**src/rtl/sram2rw_req_ctrl.sv**
```systemverilog
// Two-port (2RW) SRAM initiator: ready/valid request channels to active-low macro pins, read data back on buffered response channels.
// Latency: macro pins driven combinationally on fire; read data valid on rsp*_valid two edges after the request is accepted.
// Backpressure: reads are withheld by per-port credit (buffer + in-flight); writes always proceed; port 2 stalls on a same-address conflict with a write.

// Small generic FIFO. The head entry is read straight out of the storage registers.
// Latency: a pushed word is visible on out_dat one edge after the push.
// Backpressure: push is dropped when full unless a pop happens in the same cycle.
module sram2rw_fifo #(
  parameter int W     = 16,
  parameter int DEPTH = 2
) (
  input  logic                   clock,
  input  logic                   reset_n,
  input  logic                   push_vld,
  input  logic [W-1:0]           push_dat,
  input  logic                   pop_rdy,
  output logic                   out_vld,
  output logic [W-1:0]           out_dat,
  output logic [$clog2(DEPTH):0] count
);
  localparam int PW = $clog2(DEPTH);

  logic [W-1:0]  mem [DEPTH];
  logic [PW-1:0] wr_ptr;
  logic [PW-1:0] rd_ptr;
  logic          do_push;
  logic          do_pop;

  assign do_pop  = pop_rdy & (count != '0);
  assign do_push = push_vld & ((count != (PW+1)'(DEPTH)) | do_pop);

  // Storage, pointers and occupancy; pointers wrap naturally since DEPTH is a power of two.
  always_ff @(posedge clock or negedge reset_n) begin
    if (!reset_n) begin
      wr_ptr <= '0;
      rd_ptr <= '0;
      count  <= '0;
      for (int k = 0; k < DEPTH; k++) mem[k] <= '0;
    end else begin
      if (do_push) begin
        mem[wr_ptr] <= push_dat;
        wr_ptr      <= wr_ptr + 1'b1;
      end
      if (do_pop) rd_ptr <= rd_ptr + 1'b1;
      if (do_push && !do_pop)      count <= count + 1'b1;
      else if (!do_push && do_pop) count <= count - 1'b1;
    end
  end

  assign out_vld = (count != '0);
  assign out_dat = mem[rd_ptr];
endmodule

// One request/response port of the 2RW controller.
// Latency: macro pins follow fire combinationally; read word captured one edge after fire, shown on rsp the same cycle.
// Backpressure: reads need occupancy + in-flight below RSP_DEPTH; block (conflict) forces ready low.
module sram2rw_port #(
  parameter int ADDR_W    = 7,
  parameter int DATA_W    = 16,
  parameter int RSP_DEPTH = 2
) (
  input  logic              clock,
  input  logic              reset_n,
  input  logic              block,
  input  logic              req_valid,
  output logic              req_ready,
  input  logic              req_we,
  input  logic [ADDR_W-1:0] req_addr,
  input  logic [DATA_W-1:0] req_wdata,
  output logic              rsp_valid,
  input  logic              rsp_ready,
  output logic [DATA_W-1:0] rsp_rdata,
  output logic              sram_csb,
  output logic              sram_web,
  output logic              sram_oeb,
  output logic [ADDR_W-1:0] sram_a,
  output logic [DATA_W-1:0] sram_i,
  input  logic [DATA_W-1:0] sram_o
);
  localparam int CW = $clog2(RSP_DEPTH) + 1;

  logic          inflight;
  logic [CW-1:0] occ;
  logic [CW:0]   pending;
  logic          credit_ok;
  logic          fire;

  // Credit counts only state registered in this block, so rsp_ready never reaches req_ready.
  assign pending   = {1'b0, occ} + {{CW{1'b0}}, inflight};
  assign credit_ok = (pending < (CW+1)'(RSP_DEPTH));
  assign req_ready = reset_n & (req_we | credit_ok) & ~block;
  assign fire      = req_valid & req_ready;

  assign sram_csb = ~fire;
  assign sram_web = ~(fire & req_we);
  assign sram_oeb = ~(fire & ~req_we);
  assign sram_a   = reset_n ? req_addr  : '0;
  assign sram_i   = reset_n ? req_wdata : '0;

  // A read is in flight for exactly the one cycle between its fire edge and its capture edge.
  always_ff @(posedge clock or negedge reset_n) begin
    if (!reset_n) inflight <= 1'b0;
    else          inflight <= fire & ~req_we;
  end

  sram2rw_fifo #(
    .W     (DATA_W),
    .DEPTH (RSP_DEPTH)
  ) u_rsp_fifo (
    .clock    (clock),
    .reset_n  (reset_n),
    .push_vld (inflight),
    .push_dat (sram_o),
    .pop_rdy  (rsp_ready),
    .out_vld  (rsp_valid),
    .out_dat  (rsp_rdata),
    .count    (occ)
  );
endmodule

// Top: two ports plus cross-port conflict arbitration (port 1 wins).
// Latency: pins combinational from fire; responses two edges after a read fires.
// Backpressure: per-port read credit; port 2 stalls one cycle on a same-address access involving a write.
module sram2rw_req_ctrl #(
  parameter int ADDR_W    = 7,
  parameter int DATA_W    = 16,
  parameter int RSP_DEPTH = 2
) (
  input  logic              clock,
  input  logic              reset_n,
  input  logic              req1_valid,
  output logic              req1_ready,
  input  logic              req1_we,
  input  logic [ADDR_W-1:0] req1_addr,
  input  logic [DATA_W-1:0] req1_wdata,
  input  logic              req2_valid,
  output logic              req2_ready,
  input  logic              req2_we,
  input  logic [ADDR_W-1:0] req2_addr,
  input  logic [DATA_W-1:0] req2_wdata,
  output logic              rsp1_valid,
  input  logic              rsp1_ready,
  output logic [DATA_W-1:0] rsp1_rdata,
  output logic              rsp2_valid,
  input  logic              rsp2_ready,
  output logic [DATA_W-1:0] rsp2_rdata,
  output logic              sram_csb1,
  output logic              sram_web1,
  output logic              sram_oeb1,
  output logic [ADDR_W-1:0] sram_a1,
  output logic [DATA_W-1:0] sram_i1,
  input  logic [DATA_W-1:0] sram_o1,
  output logic              sram_csb2,
  output logic              sram_web2,
  output logic              sram_oeb2,
  output logic [ADDR_W-1:0] sram_a2,
  output logic [DATA_W-1:0] sram_i2,
  input  logic [DATA_W-1:0] sram_o2
);
  logic conflict;

  // Same address with at least one write cannot be issued on both ports; read/read is harmless.
  assign conflict = req1_valid & req2_valid & (req1_addr == req2_addr) & (req1_we | req2_we);

  sram2rw_port #(
    .ADDR_W    (ADDR_W),
    .DATA_W    (DATA_W),
    .RSP_DEPTH (RSP_DEPTH)
  ) u_port1 (
    .clock     (clock),
    .reset_n   (reset_n),
    .block     (1'b0),
    .req_valid (req1_valid),
    .req_ready (req1_ready),
    .req_we    (req1_we),
    .req_addr  (req1_addr),
    .req_wdata (req1_wdata),
    .rsp_valid (rsp1_valid),
    .rsp_ready (rsp1_ready),
    .rsp_rdata (rsp1_rdata),
    .sram_csb  (sram_csb1),
    .sram_web  (sram_web1),
    .sram_oeb  (sram_oeb1),
    .sram_a    (sram_a1),
    .sram_i    (sram_i1),
    .sram_o    (sram_o1)
  );

  sram2rw_port #(
    .ADDR_W    (ADDR_W),
    .DATA_W    (DATA_W),
    .RSP_DEPTH (RSP_DEPTH)
  ) u_port2 (
    .clock     (clock),
    .reset_n   (reset_n),
    .block     (conflict),
    .req_valid (req2_valid),
    .req_ready (req2_ready),
    .req_we    (req2_we),
    .req_addr  (req2_addr),
    .req_wdata (req2_wdata),
    .rsp_valid (rsp2_valid),
    .rsp_ready (rsp2_ready),
    .rsp_rdata (rsp2_rdata),
    .sram_csb  (sram_csb2),
    .sram_web  (sram_web2),
    .sram_oeb  (sram_oeb2),
    .sram_a    (sram_a2),
    .sram_i    (sram_i2),
    .sram_o    (sram_o2)
  );
endmodule

```
**config.mk**
```make
export PLATFORM = sky130hd
export DESIGN_NAME = sram2rw_req_ctrl
export DESIGN_NICKNAME = d
export VERILOG_FILES = /design/src/rtl/sram2rw_req_ctrl.sv
export SDC_FILE = /design/constraint.sdc
export NUM_CORES = 1
export LEC_CHECK = 0
export ABC_AREA = 1
export BUFFER_PORTS_ARGS = -buffer_cell sky130_fd_sc_hd__buf_2
export CORE_ASPECT_RATIO = 1.75
export CORE_UTILIZATION = 48
export CTS_CLUSTER_DIAMETER = 120
export DETAILED_ROUTE_END_ITERATION = 10
export PLACE_DENSITY = 0.81
export SLEW_MARGIN = 20
export SYNTH_ARGS = -nofsm -noshare
export SYNTH_HDL_FRONTEND = slang
export SYNTH_SLANG_ARGS = --single-unit
```
**constraint.sdc**
```tcl
create_clock -name clock -period 1.8 [get_ports clock]
set_input_delay 0.36 -clock clock [delete_from_list [all_inputs] [get_ports clock]]
set_output_delay 0.36 -clock clock [all_outputs]
set_load 0.05 [all_outputs]
```
* Word-level counts from Yosys, hierarchy flattened
Index checks and enable logic that the tools add are counted.
Cells by class: $add $sub $neg 10, multiply operators 0, divide/modulo/power cells 0, magnitude comparators 8, equal/unequal tests 3, shift operators 0, mux-type cells 20, bitwise logic cells 34, reduce and logical (&&, ||, !) cells 14
Operators with widths (count):
- 2-to-1 mux 16 bit | 10
- bitwise mux 32 bit | 2
- demux 16 bit (select 1 bit) | 2
- bitwise AND 1 bit | 16
- 2-to-1 mux 7 bit | 2
- NOT 1 bit | 9
- greater-or-equal comparator 2 bit, second input constant | 4
- 2-to-1 mux 2 bit | 4
- NOT 1 -> 2 bit | 4
- nonzero test 2 bit | 4
- == test 7 bit | 1
- adder 2 x 1 -> 3 bit | 2
- logical AND 1 bit | 6
- less-than comparator 3 x 2 -> 1 bit, second input constant | 2
- bitwise OR 1 bit | 5
- adder 1 bit, second input constant | 4
- adder 2 x 1 -> 2 bit, second input constant | 2
- zero test 1 bit | 4
- less-than comparator 2 x 1 -> 1 bit, second input constant | 2
- != test 2 bit, second input constant | 2
- subtractor 2 x 1 -> 2 bit, second input constant | 2
Storage, ports and cells: register bits after elaboration 74, bits in latches 0, RAM bits 0, memory bits (read-only) 0, input port bits 86, output and inout port bits 88, word-level logic and storage cells 101, memories 0

* Longest topological paths before layout
word-level depth 8, mapped depth 10, mapped depth without buffers 10

* Modules after synthesis
From an unflattened synthesis, not the netlist that was laid out.
Second synthesis, totals: cells, all modules 615, area, all modules 4361.7 um2
Modules (own cells, without submodules):
- sram2rw_fifo (u_port1.u_rsp_fifo) | times used 1, cells each 220, area an instance 1805.5 um2, sequential area each 900.9 um2
- sram2rw_fifo (u_port2.u_rsp_fifo) | times used 1, cells each 220, area an instance 1801.7 um2, sequential area each 900.9 um2
- sram2rw_port | times used 2, cells each 64, area an instance 289.0 um2, sequential area each 25.0 um2
- sram2rw_req_ctrl | times used 1, cells each 47, area an instance 176.4 um2, sequential area each 0.0 um2

* Worst setup path after synthesis
Ideal clock, no wire load.
kind flip-flop to output port, start reg u_port1.u_rsp_fifo.count[0], end out sram_oeb1, data arrival time 1.946 ns, data required time 1.440 ns, slack -0.506 ns, cell stages (with the launch flop) 5, buffers on the path 0, cell sequence dfrtp_1 a21oi_1 nor2_1 nor2_1 nand3_1
Between the ends: word-level cells in the longest chain between the ends 7
Ends and longest elaborated chain:
- start, declared | line 19 | output logic [$clog2(DEPTH):0] count
- start signal, assigned | line 45 | if (do_push && !do_pop) count <= count + 1'b1;
- start signal, assigned | line 46 | else if (!do_push && do_pop) count <= count - 1'b1;
- adder 2 x 1 -> 3 bit | line 89 | assign pending = {1'b0, occ} + {{CW{1'b0}}, inflight};
- less-than comparator 3 x 2 -> 1 bit | line 90 | assign credit_ok = (pending < (CW+1)'(RSP_DEPTH));
- bitwise OR 1 bit | line 91 | assign req_ready = reset_n & (req_we | credit_ok) & ~block;
- bitwise AND 1 bit | line 91
- net req1_ready | line 132 | output logic req1_ready,
- bitwise AND 1 bit | line 92 | assign fire = req_valid & req_ready;
- bitwise AND 1 bit | line 96 | assign sram_oeb = ~(fire & ~req_we);
- NOT 1 bit | line 96
- end, declared | line 149 | output logic sram_oeb1,
The timed path passes the listed nets, and every way through them passes these cells.

* Worst setup path after layout
start reg u_port2.u_rsp_fifo.rd_ptr, end out rsp2_rdata[3]
Between the ends: word-level cells in the longest chain between the ends 4
Ends and longest elaborated chain:
- start, declared | line 25 | logic [PW-1:0] rd_ptr;
- start signal, assigned | line 44 | if (do_pop) rd_ptr <= rd_ptr + 1'b1;
- NOT 1 -> 2 bit (implied by the code) | line 51 | assign out_dat = mem[rd_ptr];
- 2-to-1 mux 16 bit (implied by the code) (3 in a row) | line 51
- end, declared | line 146 | output logic [DATA_W-1:0] rsp2_rdata,
Every way passes these cells. The select of a mux whose other input is x is not followed.

==> impl_metrics.yaml <==
route:
  antenna_left: 0
  routed-via-count: 3977
  detail_route.drc_violations: 10
  drt_pre_antenna_iters: 8
  routedWlPerCell_um: 11.9
  avgViaCountPerCell: 4.86
  first_iter_violations: 180
  totalWireLength_um: 9770
placed_design:
  dp.final_hpwl_um: 7010
  placed_cells_incl_taps: 798
  post-place-ws_ns: 0.0495
  port_buffers: 173
  placedInstanceArea_mm2: 0.00497
  routabilityCongestion: 0.870
floorplan:
  die_width_um: 71.1
  start_util: 0.500
  die_area_mm2: 0.00874
  io_pins: 174
  core-area_mm2: 0.00802
  num_rows: 43
  die_height_um: 123
grt:
  globalRouteOverflowTotal: 0
  grt_first_pass_wirelength_um: 15400
  pin_count_of_the_biggest_net_entering_global_routing: 42
  grt_antenna_before_repair: 0
  groute.usage.overall: 0.223
  grt_pass1_vias: 3690
synth:
  synth_enable_flop_cells: 0
  post_synth_inst_count: 547
  syn_area_per_cell_um2: 7.33
  synth_warnings: 0
  dominantRegCellSynth: "dfrtp_1"
  postSynthRegisterBits: 74
  yosys.cell_types.count: 24
  synth_nets: 635
  synth_async_reset_ratio: 1.00
  synthesis.area_mm2: 0.00401
  post_synthesis_sequential_area_ratio: 0.462
power:
  cellLeakagePower_nw: 3.41
  relative_contribution_of_the_clock_network_to_total_power: 0.181
  power.combinational.fraction: 0.538
  ir_worst_vdd_mv: 1.22
  power_switching_w: 0.00491
  post-layout-total-power_w: 0.0102
  power-per-cell-area_mw_per_mm2: 1870
  power_share_of_the_sequential_group: 0.281
  share_of_total_power_consumed_by_net_switching: 0.483
  intPower_w: 0.00525
cells_and_area:
  seqCellArea_mm2: 0.00185
  fillers: 660
  layout-drive-gt1-share: 0.355
  layoutNonFillerInstCount: 819
  post_layout_nets: 813
  multi_input_area_mm2: 0.00165
  layout.cell_area.non_filler_mm2: 0.00543
  n_antenna_cell: 0
  areaGrowthSynthToFinish_pct: 35.4
sta:
  timing.final.hold_violations: 0
  maxClockFrequency_mhz: 561
  post-route-period-util: 0.991
  timing.setup.tns_ns: 0
  setup_viol_count_final: 0
  finalWorstPathRequiredPeriod_ns: 1.78
  drv_slew: 0
  rsz0062_at_grt: "yes"
  worst_slew_pin_slew_ns: 0.510
  final.setup.worst_slack_ns: 0.0164
  timing.clock.skew_ns: 0.00595
  worst_slew_margin_rel: 0.660
worst_setup_path:
  critPathMaxFanout: 15
  critPathKind: "reg -> out"
  cp_slowest_stage_delay_ns: 0.37
  timing.critical_path.from_type: "flip-flop"
  worstPathRequired_ns: 1.44
  worst_ep_arrival_time_ns: 1.42
  critical-path-slowest-cell: "dfrtp_1"
  worstPathCellList: "inv_2 > clkbuf_16 > o21ai_0 > buf_2"
  worst_setup_end_kind: "output pin"
clock_tree:
  clockBufferDepth: 2
  cts_tree: "yes"
  clock_latency_ns: 0.33
  cts_sinks: 74
  cts.clk_slew.worst_paths_ns: 0.06
  cts_htree_levels: 3
  cts.root.buffer_cell: "clkbuf_16"
  cts-hold-fix-buffers: 0
  cts_inserted_buffers: 9
outcome:
  violated_checks: "DRC"
  outcome: "complete, but fails checks"
hold_path:
  hp-class: "in -> reg"
job:
  maxCapViolations: 0
final timing paths:
kind / from / endpoint / slack (ns) / cells after the start
max: u_port2.u_rsp_fifo.rd_ptr / rsp2_rdata[3] / 0.02 / 4
min: req2_we / u_port2.inflight / 0.25 / 2
max reg2reg: u_port1.u_rsp_fifo.count[0] / u_port1.u_rsp_fifo.count[1] / 0.07 / 10
min reg2reg: u_port2.u_rsp_fifo.mem[16] / u_port2.u_rsp_fifo.mem[16] / 0.47 / 2
max in group asynchronous: reset_n / u_port1.u_rsp_fifo.mem[21] / 1.02 / 3
min in group asynchronous: reset_n / u_port2.u_rsp_fifo.mem[10] / 0.34 / 3
metrics by stage:
step,util,hold WS (ns)
5_1_grt,0.677,0.252
6_report,0.677,0.245
2_1_floorplan,-,0.0644
4_1_cts,0.661,0.224
3_5_place_dp,0.620,0.459
3_3_place_gp,0.620,0.454
synthesized netlist by cell type (2+ instances only):
cell type	n	area [um^2]
nand2_1	224	841
o21ai_2	32	280
inv_1	101	379
nand4_1	2	12.5
buf_2	5	25.0
nor2_1	13	48.8
buf_6	6	67.6
xnor2_1	2	17.5
nand2_4	4	45.0
clkbuf_1	7	26.3
xor2_1	4	35.0
clkinv_1	2	7.51
buf_1	3	11.3
dfrtp_1	74	1850
ha_1	2	25.0
inv_2	2	7.51
nand3_1	19	95.1
o21ai_0	34	170
a21oi_1	5	25.0
nand2_2	2	12.5
layer usage:
layer  share of wire  wire, um  track usage  up-vias
li1                -         -            -     1984
met3           0.065       632       0.0456       13
met4           0.014       138       0.0925        0
met1            0.39      3830        0.250     1841
met2            0.53      5170        0.408      139
met5               0         0            0        -
power by group through the flow:
stage          registers (W)  logic [W]  clock network [W]
2_1_floorplan        0.00276    0.00397                  0
3_3_place_gp         0.00282    0.00502                  0
3_5_place_dp         0.00286    0.00512                  0
4_1_cts              0.00285    0.00517            0.00188
5_1_grt              0.00293    0.00590            0.00193
6_report             0.00286    0.00547            0.00184
cells in the final DEF (no fill, tap or decap):
cell and instances:
xor2_1 4, nand2_2 4, nor2_1 11, clkinv_2 1, nand2_4 4, clkbuf_16 10
ha_1 2, xnor2_1 2, buf_6 2, clkinv_1 1, inv_2 5, inv_1 98
bufinv_16 1, nor2_2 2, o21ai_0 23, nand4_1 2, a21oi_2 2, a21boi_2 1
clkbuf_4 12, clkbuf_8 3, buf_2 151, o21ai_1 11, buf_12 2, dfrtp_1 74
clkinvlp_4 1, o21ai_2 32, a21oi_1 2, inv_4 1, inv_6 1, nand3_2 1
a21oi_4 1, buf_4 22, nand3_1 18, nand2_1 222
critical path, delay by kind of cell (launching register included):
family,cells,cell delay [ns]
DFF,1,0.37
buffers and inverters,3,0.55
AOI/OAI and AO/OA,1,0.19
repair_timing:
| item | CTS | global route |
|---|---|---|
| endpoints found under the setup margin | 8 | 22 |
| buffers inserted | 0 | 5 |
| pin swaps | 1 | 2 |
| gates resized for setup | 7 | 36 |
| endpoints found under the hold margin | 0 | 0 |
| cloned | 0 | 1 |
flip-flops by register name, indices dropped and copies added, names as in the netlist:
| register | flops |
|---|---|
| u_port1.inflight | 1 |
| u_port1.u_rsp_fifo.count | 2 |
| u_port1.u_rsp_fifo.mem | 32 |
| u_port1.u_rsp_fifo.rd_ptr | 1 |
| u_port1.u_rsp_fifo.wr_ptr | 1 |
| u_port2.inflight | 1 |
| u_port2.u_rsp_fifo.count | 2 |
| u_port2.u_rsp_fifo.mem | 32 |
| u_port2.u_rsp_fifo.rd_ptr | 1 |
| u_port2.u_rsp_fifo.wr_ptr | 1 |
final cells by class:
type                    count  share of cell area
flip-flops and latches     74               0.341
multi-input cells         344               0.304
repair buffers            190               0.202
inverters                 106              0.0740
clock buffers              12              0.0491
well taps                  90              0.0207
clock inverters             3             0.00853
cells by family after synthesis:
kind of cell / count (synthesis) / synth area share
buffers and inverters: 129 / 0.135
adder cells (fa/ha/maj): 2 / 0.00624
flip-flops: 74 / 0.462
XOR/XNOR: 6 / 0.0131
AO/OA/AOI/OAI: 72 / 0.120
AND/OR/NAND/NOR: 264 / 0.263
(Power assumes the default switching activity.)
